--- src/rtl/decoder_nto2n_seq_pkg.sv ---
// Shared types and constants for the sequenced N-to-2^N decoder.
package decoder_nto2n_seq_pkg;

    typedef enum logic [1:0] {
        IDLE   = 2'd0,
        DIRECT = 2'd1,
        SCAN   = 2'd2
    } state_t;

    localparam logic MODE_DIRECT = 1'b0;
    localparam logic MODE_SCAN   = 1'b1;

endpackage

--- src/rtl/decoder_nto2n_seq_scan_prescaler.sv ---
// Dwell prescaler for scan mode.
// The counter runs only while the scan is active and otherwise sits at zero,
// so every entry into scan starts a fresh dwell period. tick is asserted
// combinationally once the count reaches div. The compare is >= rather than ==
// so that lowering div below the current count ticks on the very next cycle.
module scan_prescaler
    import decoder_nto2n_seq_pkg::*;
#(
    parameter int DIV_W = 8
) (
    input  logic             clk,
    input  logic             rst,
    input  logic             run,
    input  logic             clear,
    input  logic [DIV_W-1:0] div,
    output logic             tick
);

    logic [DIV_W-1:0] cnt;

    assign tick = run && (cnt >= div);

    // Count up while running; restart on tick, clear, reset or when idle.
    always_ff @(posedge clk) begin
        if (rst || !run || clear) begin
            cnt <= '0;
        end else if (tick) begin
            cnt <= '0;
        end else begin
            cnt <= cnt + 1'b1;
        end
    end

endmodule

--- src/rtl/decoder_nto2n_seq.sv ---
// Sequenced N-to-2^N decoder: direct one-hot decode of sel_in, or a timed
// scan that walks a one-hot bit across all outputs.
//
// state  | meaning
// IDLE   | disabled: out and wrap held low, idx retained, prescaler at zero
// DIRECT | out/idx follow sel_in with one cycle of latency
// SCAN   | idx advances on each prescaler tick, sel_load reloads idx
//
// All outputs are registered. Dropping en zeroes out on the next edge,
// whatever the current state.
module decoder_nto2n_seq
    import decoder_nto2n_seq_pkg::*;
#(
    parameter int SEL_W = 3,
    parameter int DIV_W = 8
) (
    input  logic                  clk,
    input  logic                  rst,
    input  logic                  en,
    input  logic                  mode,
    input  logic [SEL_W-1:0]      sel_in,
    input  logic                  sel_load,
    input  logic [DIV_W-1:0]      div,
    output logic [(2**SEL_W)-1:0] out,
    output logic [SEL_W-1:0]      idx,
    output logic                  wrap
);

    localparam int OUT_W = 2**SEL_W;

    state_t           state;
    state_t           state_nxt;
    logic [SEL_W-1:0] idx_nxt;
    logic [OUT_W-1:0] out_nxt;
    logic             wrap_nxt;
    logic             run;
    logic             tick;

    function automatic logic [OUT_W-1:0] onehot(input logic [SEL_W-1:0] s);
        logic [OUT_W-1:0] v;
        v    = '0;
        v[s] = 1'b1;
        return v;
    endfunction

    assign run = (state == SCAN) && en;

    scan_prescaler #(
        .DIV_W (DIV_W)
    ) u_prescaler (
        .clk   (clk),
        .rst   (rst),
        .run   (run),
        .clear (sel_load),
        .div   (div),
        .tick  (tick)
    );

    // Next state and next output values; a load beats a coincident tick.
    always_comb begin
        state_nxt = IDLE;
        idx_nxt   = idx;
        out_nxt   = '0;
        wrap_nxt  = 1'b0;
        if (en) begin
            state_nxt = (mode == MODE_SCAN) ? SCAN : DIRECT;
            unique case (state)
                DIRECT: begin
                    idx_nxt = sel_in;
                    out_nxt = onehot(sel_in);
                end
                SCAN: begin
                    if (sel_load) begin
                        idx_nxt = sel_in;
                    end else if (tick) begin
                        idx_nxt  = idx + 1'b1;
                        wrap_nxt = &idx;
                    end
                    out_nxt = onehot(idx_nxt);
                end
                default: begin
                end
            endcase
        end
    end

    // State and output registers with synchronous reset.
    always_ff @(posedge clk) begin
        if (rst) begin
            state <= IDLE;
            idx   <= '0;
            out   <= '0;
            wrap  <= 1'b0;
        end else begin
            state <= state_nxt;
            idx   <= idx_nxt;
            out   <= out_nxt;
            wrap  <= wrap_nxt;
        end
    end

endmodule
--- config.mk ---
export PLATFORM = sky130hd
export DESIGN_NAME = decoder_nto2n_seq
export DESIGN_NICKNAME = d
export VERILOG_FILES = /design/src/rtl/decoder_nto2n_seq_pkg.sv /design/src/rtl/decoder_nto2n_seq_scan_prescaler.sv /design/src/rtl/decoder_nto2n_seq.sv
export SDC_FILE = /design/constraint.sdc
export NUM_CORES = 1
export LEC_CHECK = 0
export CAP_MARGIN = 15
export CORE_ASPECT_RATIO = 1.2
export CORE_MARGIN = 2
export CORE_UTILIZATION = 48
export CTS_CLUSTER_SIZE = 30
export DETAILED_ROUTE_END_ITERATION = 8
export HOLD_SLACK_MARGIN = 0.06
export PLACE_DENSITY = 0.85
export RECOVER_POWER = 25
export SLEW_MARGIN = 20
export SYNTH_ARGS = -nofsm -noshare
export SYNTH_HDL_FRONTEND = slang
export SYNTH_SLANG_ARGS = --single-unit
--- constraint.sdc ---
create_clock -name clk -period 4.2 [get_ports clk]
set_clock_uncertainty 0.15 [all_clocks]
set_input_delay 0.84 -clock clk [delete_from_list [all_inputs] [get_ports clk]]
set_output_delay 0.84 -clock clk [all_outputs]
set_load 0.05 [all_outputs]
==> reports/summary.md <==
## CTS
- **insertion delay to the later sink of the worst-skew pair** 0.31 ns
- **clock root buffer master** clkbuf_4
- **number of buffers added to fix hold violations after cts** 0
- **buffers inserted during post-CTS setup optimization** 0
- **number of buffers on the longest clock path** 2
- **clock transition at the registers of the reported paths** 0.13 ns
- **clock tree from TritonCTS** built
- **number of buffers created by CTS** 3
- **CTS H-tree lvls** 1
- **post-CTS sizing** 0
- **number of sinks handled by clock tree synthesis** 22

## STA
- **unrepaired setup endpoints after global routing** false
- **actual slew at the worst max-slew pin** 0.497 ns
- **aggregate negative setup slack** 0 ns
- **worst relative slew slack** 0.668
- **max-slew violation count** 0
- **clock period minus worst slack** 2.96 ns
- **final number of hold-violating endpoints** 0
- **achievable clock frequency** 337 MHz
- **post-route fraction of the period consumed by the critical path** 0.706
- **number of setup violations in the final report** 0

## Global route
- **vias in the first global route** 1111
- **Overflow after GRT** 0
- **GR Util All Layers** 0.200
- **initial antenna violation count** 0
- **maximum number of pins on one net before global-route repair** 13
- **first-pass GRT wire length** 4.64 mm

## Drt
- **Antenna Violating Nets Remaining** 0
- **via count** 1118
- **number of search-and-repair iterations in the first detailed-routing pass** 4
- **routed wire length** 2.59 mm
- **remaining design rule violation count** 0
- **number of vias per cell** 5.62
- **Wirelength per Cell** 13.0 µm
- **Iter 0 DRT Violations** 18

## Worst hold path
- **endpoint of the worst hold path** u_prescaler.cnt[0]
- **Cells on Worst Hold Path** 1
- **class of the tightest hold or removal check** register to register
- **launch instance of the worst min-delay path** u_prescaler.cnt[0]

## Floorplan
- **io pins** 28
- **area enclosed by the die boundary** 0.00299 mm²
- **overall die width** 50.3 µm
- **die span in y** 59.5 µm
- **Core Region** 0.00248 mm²
- **Initial Utilization** 0.497
- **cell row count** 20

## Setup path
- **delay of the slowest cell on the worst path** 0.46 ns
- **Critical Path End Type** register
- **nature of the critical path startpoint** primary input
- **Worst Path Arrival** 3.05 ns
- **minimum setup slack among reg-to-reg paths** 1.89 ns
- **Max stage delay cell, worst path** clkdlybuf4s50_1
- **critical-path cell list** clkdlybuf4s50_1 > inv_1 > ha_1 > and3_4 > o21ai_2 > a31o_1 > a21oi_1 > o31ai_2 > nand3_2 > o32ai_1
- **biggest fanout along the worst timing path** 4
- **reg-to-reg endpoint** out[1]
- **critical path start-end classification** primary input to register
- **reg-to-reg startpoint** u_prescaler.cnt[2]
- **critical path data required time** 4.28 ns
- **path depth of the worst reg2reg path** 8

## Place
- **DP HPWL** 2.09 mm
- **Port Buf Inserts** 27
- **final estimated routing congestion in global placement** 0.894

## Logic synthesis
- **number of flip-flops and latches in the synthesized netlist** 22
- **post-synth cell types** 37
- **synth top area cells** dfxtp_1 36%, ha_1 13%, nor2_1 4.0%
- **Synth Net Count** 167
- **netlist area before placement** 0.00123 mm²
- **gate count after technology mapping** 138
- **Yosys warnings** 0
- **Synth Area per Inst** 8.93 µm²
- **Seq/Total Area, Yosys** 0.357
- **cell type with the highest aggregate area in the netlist** dfxtp_1
- **fraction of post-synthesis cell area in the top cell type by area** 0.357

## Power
- **static leakage power** 0.606 nW
- **Pwr Density** 250 mW/mm²
- **Peak VDD IR** 0.135 mV

## Finish
- **share of post-route cells with drive strength above 1** 0.0843
- **Syn-to-layout area delta** 27.2%
- **Nets** 196
- **# diodes** 0
- **final core utilization** 0.633
- **Fillers** 198

## Outcome
- **outcome** finished clean

## Flow run
- **count of maximum capacitance violations** 0

## power breakdown
group	internal (W)	leakage, nW	switching [W]	total [W]
Clock	0.0000528	0.0210	0.0000634	0.000116
Combinational	0.0000287	0.407	0.0000321	0.0000608
Sequential	0.000211	0.178	0.00000293	0.000214
## critical path: cells and delay by family
kind	cells	cell delay (ns)
AO/OA/AOI/OAI	5	1.04
buffers and inverters	2	0.50
AND/OR/NAND/NOR	2	0.34
adder cells (fa/ha/maj)	1	0.32
## synth_stat cells
master / count
clkbuf_1: 2
xor2_1: 3
buf_2: 1
o21ai_1: 3
nand4_1: 1
a21oi_1: 3
or3_1: 1
nor3_1: 3
a21oi_2: 2
a31oi_2: 2
o32ai_1: 4
a31oi_1: 2
nor3b_1: 1
o211ai_2: 1
and3_1: 4
nor2b_1: 5
a211oi_1: 3
xnor2_1: 3
nand3b_1: 2
and3_4: 1
a31o_2: 1
o31ai_2: 1
nor2_1: 13
dfxtp_1: 22
nand3_2: 1
a31o_1: 1
and3b_1: 1
o21ai_2: 1
inv_1: 12
o22ai_1: 4
ha_1: 13
or4_1: 1
o31ai_1: 1
nand3_1: 5
mux2i_1: 2
nand2b_1: 4
nand2_1: 8
## logic make-up after synthesis
logic type / after synthesis / share of synthesized area
DFF: 22 / 0.357
xor gates and xnor gates: 6 / 0.0426
buffers and inverters: 15 / 0.0467
adders and majority gates: 13 / 0.132
AOI/OAI and AO/OA: 29 / 0.184
and+or+nand+nor: 51 / 0.221
muxes: 2 / 0.0162
## cells in the final DEF, fill, tap and decap left out, drive strengths merged, types with 6 or more instances in the layout
| master | count |
|---|---|
| ha | 13 |
| clkdlybuf4s50 | 20 |
| nor2 | 13 |
| nand2 | 8 |
| dfxtp | 22 |
| inv | 12 |
| nand3 | 6 |
| dlygate4sd3 | 7 |
## flip-flops by register name, summed over array words and instances (netlist names)
| register | flops |
|---|---|
| state | 2 |
| wrap | 1 |
| idx | 3 |
| out | 8 |
| u_prescaler.cnt | 8 |
## per-layer routing
metal | up-vias | global-route usage | part of all wire
met1 | 522 | 0.194 | 0.36
met5 | - | 0 | 0
met3 | 8 | 0.0253 | 0.042
li1 | 553 | - | -
met2 | 35 | 0.421 | 0.58
met4 | 0 | 0.0675 | 0.012
## how the worst max path moves through the flow
stage	from	slack [ns]	endpoint
after floorplan	div[2]	1.59	out[1]
after global placement	div[2]	0.94	out[1]
after detailed placement	div[2]	0.93	out[0]
after CTS	div[2]	1.25	out[1]
after global routing	div[7]	1.02	out[2]
final	div[2]	1.24	out[1]
## through the flow
step | total power [W] | instance area [µm²] | worst slack (ns) | instances | hold slack [ns]
2_1_floorplan | 0.000253 | 1230 | 1.59 | 138 | 0.280
3_3_place_gp | 0.000278 | 1530 | 0.942 | 195 | 0.298
3_5_place_dp | 0.000280 | 1530 | 0.928 | 195 | 0.348
4_1_cts | 0.000394 | 1570 | 1.25 | 199 | 0.368
5_1_grt | 0.000411 | 1570 | 1.02 | 199 | 0.387
6_report | 0.000391 | 1570 | 1.24 | 199 | 0.357
## final cells by class
cell class                      count  area [µm²]  share of cell area
Tap cell                           33        41.3              0.0263
Timing Repair Buffer               27         270               0.172
Multi-Input combinational cell    101         734               0.468
Clock buffer                        4        36.3              0.0231
Inverter                           12        45.0              0.0287
Sequential cell                    22         440               0.281
No activity file was read; power rests on OpenSTA's default activity.
